## config.mk

```make
export PLATFORM = sky130hd
export DESIGN_NAME = ext_addr_map_unit
export DESIGN_NICKNAME = d
export VERILOG_FILES = /design/src/rtl/ext_addr_map_unit.sv
export SDC_FILE = /design/constraint.sdc
export NUM_CORES = 1
export LEC_CHECK = 0
export BUFFER_PORTS_ARGS = -buffer_cell sky130_fd_sc_hd__buf_2
export CAP_MARGIN = 20
export CORE_UTILIZATION = 35
export CTS_BUF_LIST = sky130_fd_sc_hd__clkbuf_8
export CTS_CLUSTER_DIAMETER = 80
export DETAILED_ROUTE_END_ITERATION = 7
export PLACE_DENSITY_LB_ADDON = 0.1
export SYNTH_ARGS = -nofsm -noshare
export SYNTH_HDL_FRONTEND = slang
export SYNTH_SLANG_ARGS = --single-unit
```

## constraint.sdc

```tcl
create_clock -name clk_i -period 3.6 [get_ports clk_i]
set_clock_uncertainty 0.05 [all_clocks]
set_input_delay 0.18 -clock clk_i [delete_from_list [all_inputs] [get_ports clk_i]]
set_output_delay 0.18 -clock clk_i [all_outputs]
set_load 0.005 [all_outputs]
```

## src/rtl/ext_addr_map_unit.sv

```systemverilog
`default_nettype none
// ============================================================================
// Module   : ext_addr_map_unit
// Purpose  : Runtime-programmable address window table with a one-stage
//            valid/ready lookup pipeline and a saturating miss counter.
// Revision : 1.0 - initial release
// ============================================================================
module ext_addr_map_unit #(
  parameter int N_RULES     = 4,
  parameter int ADDR_W      = 32,
  parameter int IDX_W       = 2,
  parameter int DEFAULT_IDX = 0,
  parameter int MISS_CNT_W  = 16,
  parameter int CFG_AW      = $clog2(N_RULES*4+2)
) (
  input  logic                  clk_i,
  input  logic                  rst_i,
  input  logic                  cfg_we_i,
  input  logic [CFG_AW-1:0]     cfg_addr_i,
  input  logic [ADDR_W-1:0]     cfg_wdata_i,
  output logic [ADDR_W-1:0]     cfg_rdata_o,
  output logic                  locked_o,
  input  logic                  req_valid_i,
  output logic                  req_ready_o,
  input  logic [ADDR_W-1:0]     req_addr_i,
  output logic                  rsp_valid_o,
  input  logic                  rsp_ready_i,
  output logic [IDX_W-1:0]      rsp_idx_o,
  output logic                  rsp_hit_o,
  output logic [MISS_CNT_W-1:0] miss_cnt_o
);

  localparam logic [CFG_AW-1:0] c_lock_addr   = CFG_AW'(4*N_RULES);
  localparam logic [CFG_AW-1:0] c_miss_addr   = CFG_AW'(4*N_RULES+1);
  localparam logic [IDX_W-1:0]  c_default_idx = IDX_W'(DEFAULT_IDX);

  logic                    r_lock;
  logic [MISS_CNT_W-1:0]   r_miss_cnt;
  logic                    r_rsp_valid;
  logic [IDX_W-1:0]        r_rsp_idx;
  logic                    r_rsp_hit;

  logic [N_RULES-1:0]        w_match;
  logic [N_RULES-1:0]        w_first;
  logic [N_RULES*IDX_W-1:0]  w_idx_masked;
  logic [N_RULES*ADDR_W-1:0] w_rd_rule;
  logic                      w_hit;
  logic [IDX_W-1:0]          w_dec_idx;
  logic [ADDR_W-1:0]         w_rdata;
  logic                      w_req_ready;
  logic                      w_accept;
  logic                      w_rule_we;
  logic                      w_miss_clr;

  assign w_rule_we  = cfg_we_i && !r_lock;
  assign w_miss_clr = cfg_we_i && (cfg_addr_i == c_miss_addr);

  generate
    for (genvar r = 0; r < N_RULES; r++) begin : g_rule
      localparam logic [CFG_AW-1:0] c_start_addr = CFG_AW'(4*r);
      localparam logic [CFG_AW-1:0] c_end_addr   = CFG_AW'(4*r+1);
      localparam logic [CFG_AW-1:0] c_idx_addr   = CFG_AW'(4*r+2);
      localparam logic [CFG_AW-1:0] c_en_addr    = CFG_AW'(4*r+3);

      logic [ADDR_W-1:0] r_start;
      logic [ADDR_W-1:0] r_end;
      logic [IDX_W-1:0]  r_idx;
      logic              r_en;
      logic [ADDR_W-1:0] w_rd;

      always_ff @(posedge clk_i) begin
        if (rst_i) begin
          r_start <= '0;
          r_end   <= '0;
          r_idx   <= '0;
          r_en    <= 1'b0;
        end else if (w_rule_we) begin
          if (cfg_addr_i == c_start_addr) r_start <= cfg_wdata_i;
          if (cfg_addr_i == c_end_addr)   r_end   <= cfg_wdata_i;
          if (cfg_addr_i == c_idx_addr)   r_idx   <= cfg_wdata_i[IDX_W-1:0];
          if (cfg_addr_i == c_en_addr)    r_en    <= cfg_wdata_i[0];
        end
      end

      // End is exclusive, so an empty or inverted window can never match.
      assign w_match[r] = r_en && (req_addr_i >= r_start) && (req_addr_i < r_end);
      assign w_idx_masked[r*IDX_W +: IDX_W] = {IDX_W{w_first[r]}} & r_idx;

      always_comb begin
        w_rd = '0;
        if (cfg_addr_i == c_start_addr) w_rd = r_start;
        if (cfg_addr_i == c_end_addr)   w_rd = r_end;
        if (cfg_addr_i == c_idx_addr)   w_rd = ADDR_W'(r_idx);
        if (cfg_addr_i == c_en_addr)    w_rd = ADDR_W'(r_en);
      end
      assign w_rd_rule[r*ADDR_W +: ADDR_W] = w_rd;
    end
  endgenerate

  // Isolate the lowest set match bit so the lowest-numbered rule wins.
  assign w_first = w_match & (~w_match + N_RULES'(1));
  assign w_hit   = |w_match;

  always_comb begin
    w_dec_idx = '0;
    for (int r = 0; r < N_RULES; r++) begin
      w_dec_idx = w_dec_idx | w_idx_masked[r*IDX_W +: IDX_W];
    end
    if (!w_hit) w_dec_idx = c_default_idx;
  end

  always_comb begin
    w_rdata = '0;
    for (int r = 0; r < N_RULES; r++) begin
      w_rdata = w_rdata | w_rd_rule[r*ADDR_W +: ADDR_W];
    end
    if (cfg_addr_i == c_lock_addr) w_rdata = ADDR_W'(r_lock);
    if (cfg_addr_i == c_miss_addr) w_rdata = ADDR_W'(r_miss_cnt);
  end

  assign w_req_ready = !r_rsp_valid || rsp_ready_i;
  assign w_accept    = req_valid_i && w_req_ready;

  always_ff @(posedge clk_i) begin
    if (rst_i) begin
      r_lock <= 1'b0;
    end else if (cfg_we_i && (cfg_addr_i == c_lock_addr) && cfg_wdata_i[0]) begin
      r_lock <= 1'b1;
    end
  end

  always_ff @(posedge clk_i) begin
    if (rst_i) begin
      r_miss_cnt <= '0;
    end else if (w_miss_clr) begin
      r_miss_cnt <= '0;
    end else if (w_accept && !w_hit && (r_miss_cnt != {MISS_CNT_W{1'b1}})) begin
      r_miss_cnt <= r_miss_cnt + MISS_CNT_W'(1);
    end
  end

  always_ff @(posedge clk_i) begin
    if (rst_i) begin
      r_rsp_valid <= 1'b0;
      r_rsp_idx   <= c_default_idx;
      r_rsp_hit   <= 1'b0;
    end else if (w_accept) begin
      r_rsp_valid <= 1'b1;
      r_rsp_idx   <= w_dec_idx;
      r_rsp_hit   <= w_hit;
    end else if (rsp_ready_i) begin
      r_rsp_valid <= 1'b0;
    end
  end

  assign cfg_rdata_o = w_rdata;
  assign locked_o    = r_lock;
  assign req_ready_o = w_req_ready;
  assign rsp_valid_o = r_rsp_valid;
  assign rsp_idx_o   = r_rsp_idx;
  assign rsp_hit_o   = r_rsp_hit;
  assign miss_cnt_o  = r_miss_cnt;

endmodule
`default_nettype wire

```

# Word level (Yosys, flattened, before mapping)
# Index checks and enable logic that the tools add are counted.
# W data, S select, Z words.
dict set report word_totals {
  output_inout_bits 54
  register_bits 289
  elab_cells 121
}
dict set report classes {
  order_cmp 8
  bitwise 12
  muxes 21
  n_eq_ne 18
  addsub 2
  reduce_logical 39
}
# cell n
set ops {}
lappend ops {{$mux W32} 18}
lappend ops {{$ge A32 B32 Y1} 4}
lappend ops {{$lt A32 B32 Y1} 4}
lappend ops {{$or A32 B32 Y32} 3}
lappend ops {{$eq A5 B4 Y1 const B} 8}
lappend ops {{$reduce_and A2 Y1} 16}
lappend ops {{$eq A5 B3 Y1 const B} 4}
lappend ops {{$add A16 B1 Y16 const B} 1}
lappend ops {{$ne A16 B16 Y1 const B} 1}
lappend ops {{$logic_and A1 B1 Y1} 15}
lappend ops {{$eq A5 B2 Y1 const B} 2}
lappend ops {{$eq A5 B5 Y1 const B} 2}
lappend ops {{$and A2 B2 Y2} 4}
lappend ops {{$or A2 B2 Y2} 3}
lappend ops {{$eq A5 B1 Y1 const B} 1}
lappend ops {{$logic_not A5 Y1} 1}
lappend ops {{$add A4 B1 Y4 const B} 1}
lappend ops {{$and A4 B4 Y4} 1}
lappend ops {{$not A4 Y4} 1}
lappend ops {{$reduce_or A4 Y1} 1}
lappend ops {{$logic_not A1 Y1} 3}
lappend ops {{$mux W1} 2}
lappend ops {{$mux W2} 1}
lappend ops {{$reduce_bool A2 Y1} 1}
lappend ops {{other kinds (2)} 2}

# Depth between registers and ports, before layout
# Gate-level depths: netlist (run 1).
dict set report logic_depth {
  word_depth 11
  mapped_depth 13
  ltp_nobuf 11
}

# Worst setup path before layout (run 1)
# OpenSTA, ideal clock, no wires.
dict set report synth_timing {
  kind {register -> register}
  start {register g_rule[0].r_start[19]}
  end {register r_miss_cnt[3], in the netlist miss_cnt_o[3]}
  synth_period_minus_slack_ns 2.832
  setup_ns 0.059
  arrival_ns 2.722
  n_path_buf 1
  slack_ns 0.768
  stages_incl_launch_ff 13
  path_cell_list {dfxtp_1 > inv_1 > ha_1 > a21oi_2 > o21ai_1 > a221o_1 > a2111oi_2 > a211o_2 > a21boi_4 > nand3_4 > buf_6 > or4_1 > nand2_1}
}
dict set report synth_between {
  elab_chain_cells 7
}
# item line_no
set synth_lines {}
lappend synth_lines {{start, declared} 65} ;# logic [ADDR_W-1:0] r_start;
lappend synth_lines {{start signal, assigned} 78} ;# if (cfg_addr_i == c_start_addr) r_start <= cfg_wdata_i;
lappend synth_lines {{$ge A32 B32 Y1} 86} ;# assign w_match[r] = r_en && (req_addr_i >= r_start) && (req_addr_i < r_end);
lappend synth_lines {{$logic_and A1 B1 Y1 (2 in series)} 86}
lappend synth_lines {{$reduce_or A4 Y1} 102} ;# assign w_hit = |w_match;
lappend synth_lines {{$logic_not A1 Y1} 137} ;# end else if (w_accept && !w_hit && (r_miss_cnt != {MISS_CNT_W{1'b1}})) begin
lappend synth_lines {{$logic_and A1 B1 Y1 (2 in series)} 137}
lappend synth_lines {{end signal, assigned} 138} ;# r_miss_cnt <= r_miss_cnt + MISS_CNT_W'(1);
lappend synth_lines {{end, declared} 38} ;# logic [MISS_CNT_W-1:0] r_miss_cnt;
# No other way between the ends.
# A chain may end at the register's enable or synchronous reset.

# Final worst setup path (run 1)
dict set report layout_timing {
  start {register g_rule[2].r_start[13]}
  end {register r_miss_cnt[8], in the netlist miss_cnt_o[8]}
}
dict set report layout_between {
  elab_chain_cells 7
}
# item line_no
set layout_lines {}
lappend layout_lines {{start, declared} 65}
lappend layout_lines {{start signal, assigned} 78}
lappend layout_lines {{$ge A32 B32 Y1} 86}
lappend layout_lines {{$logic_and A1 B1 Y1 (2 in series)} 86}
lappend layout_lines {{$reduce_or A4 Y1} 102}
lappend layout_lines {{$logic_not A1 Y1} 137}
lappend layout_lines {{$logic_and A1 B1 Y1 (2 in series)} 137}
# No other way between the ends.

==> qor.yml, run 1 <==
path_common_cell: "o211ai_1"
routed_wl_um: 79400
vias: 18700
syn_inst: 2492
core_mm2: 0.0517
grt_pass1_vias: 18500
p_per_area_mw_per_mm2: 360
ir_drop_uv: 261
max-slew-margin-rel_pct: 46.8
hp-start: "cfg_addr_i[2]"
synthSimpleGateAreaFrac_pct: 19.5
crit_arrival_ns: 4.02
viasPerCell: 5.56
yosys.area_share.adder_pct: 17.1
synth_nets: 2819
hold_violations: 0
drive_above_1_share_pct: 12.2
path_buf_inv: 2
final_max_slew_viol_count: 0
cp_top_family: "compound AO/OA/AOI/OAI gates"
final_nets: 2968
grt_max_degree: 140
initial_core_util_pct: 35.7
die_x_um: 232
fp.dieH_um: 232
hold_path_class: "input port to register"
synthTopCellsByArea: "dfxtp_1 31%, ha_1 17%, nand2_1 13%"
layout_common_cells: "618 x nand2_1, 361 x a21oi_1, 289 x dfxtp_1, 274 x inv_1, 253 x ha_1"
cap_viol_max_count: 0
p_leak_nw: 7.75
async_reset_ff_share_pct: 0
synth.top_cell.area_share_pct: 31.3
crit_chain: "inv_1 -> ha_1 -> a21o_1 -> a31oi_2 -> o211ai_1 -> a211oi_2 -> o211ai_1 -> a21boi_4 -> nand3_4 -> buf_12 -> or4_1 -> a21oi_1"
ctsLongestPathBuffers: 3
yosysUniqueCellTypes: 62
cts_max_level: 2
gp_congestion: 0.901
ctsRootBufferMaster: "clkbuf_8"
detail-route-antenna-nets: 0
dieArea_mm2: 0.0537
tritoncts: "done"
hpwl_um: 56300
syn_to_final_growth_pct: 17.6
end_kind: "register"
synth.area.mux_share_pct: 1.42
post_dp_cell_area_mm2: 0.0201
first_pass_iters: 6
synth_top_cell_by_area: "dfxtp_1"
r2r_slack_ns: 0.13
pin_count: 128
critPathLaunch: "g_rule[2].r_start[13]"
clk_latency_ns: 0.68
status: "completed"
stdcell_area_mm2: 0.0217
cp.required_ns: 4.15
timing.rr.start: "g_rule[2].r_start[13]"
setup_violations: 0
synth_xor_area_share_pct: 0.0948
cp_max_fo: 16
synthFlopType: "dfxtp_1"
synth_top_family_by_area: "compound AO/OA/AOI/OAI gates"
grt_pass1_wl_um: 119000
cts_setup_buffers: 0
syn_area_mm2: 0.0185
grt.overflow.total: 0
yosys_register_bits: 289
rsz0062_at_grt: "no"
avgSynthCellArea_um2: 7.42
synth-compound-area-share_pct: 21.9
critPathMaxStageDelay_ns: 0.45
period_share_pct: 96.4
path_clk_slew_ns: 0.06
mostFrequentLayoutCell: "nand2_1"
routed_wire_length_per_instance_um: 23.6
fmax_mhz: 288
row_count: 83
tightest_slew_ns: 0.799
seq_area_frac_synth_pct: 31.3
drt_iter0_markers: 1620
start_kind: "register"
globalRouteTotalUtil_pct: 29.5
ys_warn_count: 0
synth_edf_count: 0
tns_ns: 0
cts.sinks: 289
crit_type: "register to register"
critical_path.slowest_cell: "a211oi_2"
io_buffers: 127
drc: 0
layout_min_cycle_time_ns: 3.47
antenna_found_initial: 3
cts_buffers: 56
==> final cells by class <==
cell class              count  area [um2]
inverters                 261         980
clock buffers              73        1000
flip-flops and latches    289        5790
clock inverters            29         203
well taps                 680         851
repair buffers            245        1690
multi-input cells        1788       11200
diodes                      4        10.0
fillers                  5438       30000
==> cell families after synthesis <==
logic type	after synthesis
AOI/OAI and AO/OA	659
xor gates and xnor gates	2
adders and majority gates	253
buffers and inverters	415
DFF	289
muxes	25
and+or+nand+nor	849
==> final timing paths <==
kind,to,cells after the start
worst max-delay path,miss_cnt_o[8],12
worst min-delay path,g_rule[0].r_en,4
worst max register to register,miss_cnt_o[8],12
worst min register to register,g_rule[0].r_start[1],2
==> power by group <==
group	switching (mW)	internal (mW)
Combinational	0.618	0.330
Sequential	0.0227	3.22
Clock	1.60	2.02
==> routing by layer <==
metal | up-vias | global-route usage (%) | wire (um)
met4 | 2 | 13.1 | 3420
met3 | 173 | 4.08 | 4440
met5 | - | 0 | 17
li1 | 8926 | - | -
met1 | 9054 | 37.7 | 34500
met2 | 589 | 49.0 | 37100
==> worst min-delay path, cell delays in order <==
cell and delay, ns:
buf_2 0.25, nor3_1 0.11, mux2i_1 0.11, nor2_1 0.07
==> registers in the layout, summed over array words and instances (netlist names), 2 cells and up <==
name	count
g_rule.r_end	128
miss_cnt_o	16
rsp_idx_o	2
g_rule.r_idx	8
g_rule.r_start	128
g_rule.r_en	4
==> per-stage QoR <==
stage / hold slack [ns] / std cells / power, mW / util [%] / setup slack, ns
final: 0.0513 / 3369 / 7.82 / 42.0 / 0.128
after floorplan: 0.259 / 2492 / 3.83 / - / 0.768
after CTS: 0.0245 / 3365 / 7.88 / 41.9 / 0.0494
after global placement: 0.385 / 3223 / 4.21 / 38.8 / -0.100
after global routing: 0.0573 / 3367 / 8.12 / 42.0 / 0.0146
after detailed placement: 0.397 / 3223 / 4.22 / 38.8 / -0.128
==> synth_stat cells, types with 14 or more instances <==
| library cell | instances |
|---|---|
| nand2_1 | 619 |
| a21oi_1 | 361 |
| dfxtp_1 | 289 |
| inv_1 | 260 |
| ha_1 | 253 |
| clkbuf_1 | 117 |
| o21ai_0 | 56 |
| nor2_1 | 48 |
| nand3_1 | 47 |
| nand4_1 | 38 |
| a22oi_1 | 35 |
| a222oi_1 | 30 |
| a21o_1 | 29 |
| a221oi_1 | 29 |
| clkbuf_2 | 29 |
| mux2i_1 | 24 |
| nor3_1 | 18 |
| o211ai_1 | 17 |
| o22ai_1 | 17 |
| nand2b_1 | 15 |
| and3_1 | 14 |
==> timing repair <==
action	in CTS	in global routing
gates resized for setup	1	7
cloned	0	0
hold buffers	40	0
endpoints found under the setup margin	10	13
endpoints found under the hold margin	277	0
pin swaps	0	1
No activity file was read; power rests on OpenSTA's default activity.
==> run 2: changes to the inputs <==
--- a/config.mk
+++ b/config.mk
@@ -13,2 +13,3 @@
 export DETAILED_ROUTE_END_ITERATION = 7
+export GPL_TIMING_DRIVEN = 0
 export PLACE_DENSITY_LB_ADDON = 0.1
==> constraint.sdc (replaced) <==
create_clock -name clk_i -period 3.6 [get_ports clk_i]
set_clock_uncertainty 0.05 [all_clocks]
set_input_delay 0.72 -clock clk_i [delete_from_list [all_inputs] [get_ports clk_i]]
set_output_delay 0.72 -clock clk_i [all_outputs]
set_load 0.005 [all_outputs]
==> qor.yml, run 2 (synthesis results as in run 1) <==
ctsLongestPathBuffers: 3
p_leak_nw: 7.62
r2r_cells: 13
timing.rr.start: "g_rule[3].r_end[21]"
layout_common_cells: "616 x nand2_1, 361 x a21oi_1, 289 x dfxtp_1, 279 x inv_1, 253 x ha_1"
r2r_slack_ns: 0.12
cp_max_fo: 10
initial_core_util_pct: 35.7
start_kind: "input port"
viasPerCell: 5.71
grt_pass1_wl_um: 124000
hold_violations: 0
tightest_slew_ns: 0.997
status: "completed"
setup_violations: 0
crit_type: "input port to output port"
cts_max_level: 2
drc: 0
cts.sinks: 289
first_pass_iters: 7
drt_iter0_markers: 1989
vias: 19400
final_nets: 2988
io_buffers: 94
tritoncts: "done"
final_max_slew_viol_count: 0
multi_input_area_mm2: 0.0114
layout_setup_ws_ns: 0.0309
hold_path_class: "input port to register"
cts-hold-fix-buffers: 0
syn_to_final_growth_pct: 16.8
regArea_mm2: 0.00579
crit_arrival_ns: 2.80
mostFrequentLayoutCell: "nand2_1"
r2r_end: "miss_cnt_o[1]"
detail-route-antenna-nets: 0
gp_congestion: 0.952
routed_wire_length_per_instance_um: 25.8
cap_viol_max_count: 0
critPathMaxStageDelay_ns: 0.40
tns_ns: 0
stdcell_area_mm2: 0.0216
die_x_um: 232
grt_max_degree: 15
clk_latency_ns: 0.68
post_dp_cell_area_mm2: 0.0199
ctsRootBufferMaster: "clkbuf_8"
fp.dieH_um: 232
final.fill_count: 5462
min_to: "rsp_valid_o"
max-slew-margin-rel_pct: 33.6
drive_above_1_share_pct: 11.6
hp-start: "req_valid_i"
fmax_mhz: 280
critical_path.slowest_cell: "a221oi_1"
routed_wl_um: 87500
ir_drop_uv: 252
path_clk_slew_ns: 0.06
end_kind: "output port"
core_mm2: 0.0517
p_per_area_mw_per_mm2: 359
dieArea_mm2: 0.0537
period_share_pct: 99.1
cp.required_ns: 2.83
grt_pass1_vias: 18100
hpwl_um: 65500
pin_count: 128
grt.overflow.total: 0
layout_min_cycle_time_ns: 3.57
place_ws_ns: -1.38
globalRouteTotalUtil_pct: 31.9
crit_chain: "buf_2 -> clkbuf_4 -> nand2b_1 -> nor3_4 -> buf_4 -> buf_4 -> a221oi_1 -> a31oi_1 -> a221o_1 -> buf_2"
row_count: 83
rsz0062_at_grt: "yes"
min_path_cells: 3
antenna_found_initial: 2
cts_buffers: 56
run 2: changes by cell type in the layout (fill, tap and decap cells not counted), moves of 7 or more:
cell	before	now
clkbuf_2	0	39
dlygate4sd3_1	40	0
buf_4	73	11
buf_6	0	7
o21ai_1	2	9
o21ai_0	56	48
clkbuf_1	0	86
buf_2	126	99
clkbuf_4	0	10
run 2: routing by layer:
metal	share of wire (%)	up-vias	GRT usage (%)
met5	0	-	0
met4	5.4	0	17.0
met3	7.5	214	4.70
met2	46	891	51.7
met1	41	9279	40.8
li1	-	8984	-
run 2: repair_timing:
action / in CTS / in global routing
buffers inserted: 7 / 0
pin swaps: 8 / 7
setup endpoints to repair: 51 / 34
resized for setup: 96 / 38
run 2: worst max path at each step:
stage | startpoint | to | slack, ns | depth (start not counted)
2_1_floorplan | cfg_addr_i[2] | cfg_rdata_o[16] | 0.22 | 7
5_1_grt | g_rule[2].r_end[27] | miss_cnt_o[10] | -0.007 | 13
4_1_cts | cfg_addr_i[2] | cfg_rdata_o[0] | 0.008 | 11
3_5_place_dp | cfg_addr_i[2] | cfg_rdata_o[28] | -1.38 | 9
6_report | cfg_addr_i[2] | cfg_rdata_o[21] | 0.03 | 10
3_3_place_gp | cfg_addr_i[2] | cfg_rdata_o[28] | -2.72 | 9
run 2: layout make-up:
cell class / count / area share, %
flip-flops and latches: 289 / 26.8
clock inverters: 35 / 0.858
repair buffers: 111 / 2.97
inverters: 261 / 4.54
clock buffers: 71 / 4.53
well taps: 680 / 3.94
diodes: 1 / 0.0116
multi-input cells: 1788 / 52.7
plain buffers: 154 / 3.65
run 2: worst max-delay path, delay by kind of cell:
family / cells / cell delay (ns)
buffers and inverters: 5 / 0.81
AO/OA/AOI/OAI: 3 / 0.89
AND/OR/NAND/NOR: 2 / 0.37
run 2: metrics by stage:
step,util (%),hold WS (ns),power (mW),std cells
final,41.8,0.240,7.76,3390
after global placement,38.3,0.392,4.24,3266
after global routing,41.7,0.253,8.00,3389
after detailed placement,38.6,0.397,4.27,3275
after CTS,41.5,0.219,7.74,3388
after floorplan,-,0.386,3.83,2492
run 2: report_power, final:
group          leakage, nW  internal (mW)  switching [mW]
clock                0.677           1.85            1.65
sequential            2.33           3.22          0.0240
combinational         4.61          0.313           0.702
total                 7.62           5.38            2.38
==> run 3: changes to the inputs <==
- REMOVE_ABC_BUFFERS: unset -> 1
==> qor.yml, run 3 (synthesis results as in run 1) <==
io_buffers: 127
drt-met1-wl_um: 35400
cp.required_ns: 2.83
postLayoutCoreUtil_pct: 41.8
viasPerCell: 5.55
clk_latency_ns: 0.67
grt_max_degree: 110
rsz0062_at_grt: "yes"
period_share_pct: 99.9
path_clk_slew_ns: 0.06
top_layer_used: "met5"
stdcell_area_mm2: 0.0216
dieArea_mm2: 0.0537
min_path_cells: 3
max-slew-margin-rel_pct: 27.8
p_per_area_mw_per_mm2: 340
grt.overflow.total: 0
grt_pass1_wl_um: 113000
dp_cells: 3202
ctsRootBufferMaster: "clkbuf_8"
r2r_cells: 11
cts.sinks: 289
p_int_mw: 5.16
tns_ns: 0
globalRouteTotalUtil_pct: 28.1
final_max_slew_viol_count: 0
routed_wire_length_per_instance_um: 23.0
clkPwrFrac_pct: 43.1
route.met2.wl_um: 33000
power_frac_comb_pct: 12.8
pin_count: 128
p_sw_share_pct: 29.8
cts-hold-fix-buffers: 0
grt_pass1_vias: 17500
routed_wl_um: 76100
met3WireLength_um: 5590
final_nets: 2914
post_dp_cell_area_mm2: 0.0203
p_seq_share_pct: 44.2
p_leak_nw: 7.67
syn_to_final_growth_pct: 16.9
hpwl_um: 56400
mostFrequentLayoutCell: "nand2_1"
detail-route-antenna-nets: 0
layout_min_cycle_time_ns: 3.59
crit_arrival_ns: 2.82
ctsLongestPathBuffers: 3
end_kind: "output port"
first_pass_iters: 6
hold_violations: 0
cts_max_level: 2
ir_drop_uv: 225
setup_violations: 0
layout_common_cells: "607 x nand2_1, 361 x a21oi_1, 289 x dfxtp_1, 284 x inv_1, 253 x ha_1"
tritoncts: "done"
initial_core_util_pct: 35.7
drt_iter0_markers: 1738
gp_congestion: 0.893
crit_type: "input port to output port"
layoutNonFillerInstCount: 3309
tightest_slew_ns: 1.06
drive_above_1_share_pct: 12.2
core_mm2: 0.0517
antenna_found_initial: 3
status: "completed"
fmax_mhz: 278
die_x_um: 232
drc: 0
row_count: 83
cts_buffers: 54
start_kind: "input port"
hold_path_class: "input port to register"
vias: 18400
cp_max_fo: 11
cap_viol_max_count: 0
power_mw: 7.35
switching_power_mw: 2.19
fp.dieH_um: 232
## run 3: cell count changes in the layout (fill, tap and decap cells not counted), sizes merged
cell	before	now
buf	124	191
bufinv	1	0
clkbuf	211	66
clkdlybuf4s15	1	0
clkinv	13	7
clkinvlp	2	1
inv	280	285
nand3	48	49
## run 3: metrics by stage
step	worst slack, ns	hold WS [ns]
4_1_cts	0.000995	0.214
3_3_place_gp	-8.90	0.385
2_1_floorplan	-1.25	0.380
5_1_grt	-0.0108	0.269
3_5_place_dp	-1.12	0.397
6_report	0.00505	0.255
## run 3: routing by layer
layer	vias up	global-route usage [%]
met4	4	9.38
li1	8817	-
met1	8739	40.0
met3	113	4.42
met2	696	42.5
met5	-	0
## run 3: power groups by stage
stage	Clock [mW]	Combinational [mW]	Sequential, mW
3_5_place_dp	0	0.888	3.32
6_report	3.17	0.938	3.25
4_1_cts	3.22	0.911	3.25
2_1_floorplan	0	0.411	3.31
3_3_place_gp	0	0.835	3.32
5_1_grt	3.37	1.04	3.25
## run 3: critical path, cell delays in order
cell and delay [ns]:
buf_2 0.22, nor2_1 0.48, nand2_4 0.32, nor2_4 0.32
buf_16 0.20, a222oi_1 0.10, o211ai_1 0.25, buf_2 0.21
## run 3: area by class of cell
| class | instances | area (um2) |
|---|---|---|
| Inverter | 261 | 987 |
| Sequential cell | 289 | 5790 |
| Antenna cell | 1 | 2.50 |
| Clock buffer | 65 | 895 |
| Fill cell | 5356 | 30100 |
| Timing Repair Buffer | 192 | 1530 |
| Clock inverter | 32 | 133 |
| Multi-Input combinational cell | 1789 | 11400 |
| Tap cell | 680 | 851 |
## run 3: final timing paths
path | from | to | slack (ns)
max reg2reg | g_rule[1].r_start[17] | miss_cnt_o[14] | 0.13
max | cfg_addr_i[4] | cfg_rdata_o[27] | 0.005
min reg2reg | g_rule[0].r_end[22] | g_rule[0].r_end[22] | 0.41
min | req_valid_i | rsp_valid_o | 0.25
## run 3: what timing repair did
item                                    4_1_cts  5_1_grt
pin swaps                                     7        8
gates cloned                                  0        1
endpoints found under the setup margin       49       27
resized for setup                            28       20
buffers inserted                              5        3
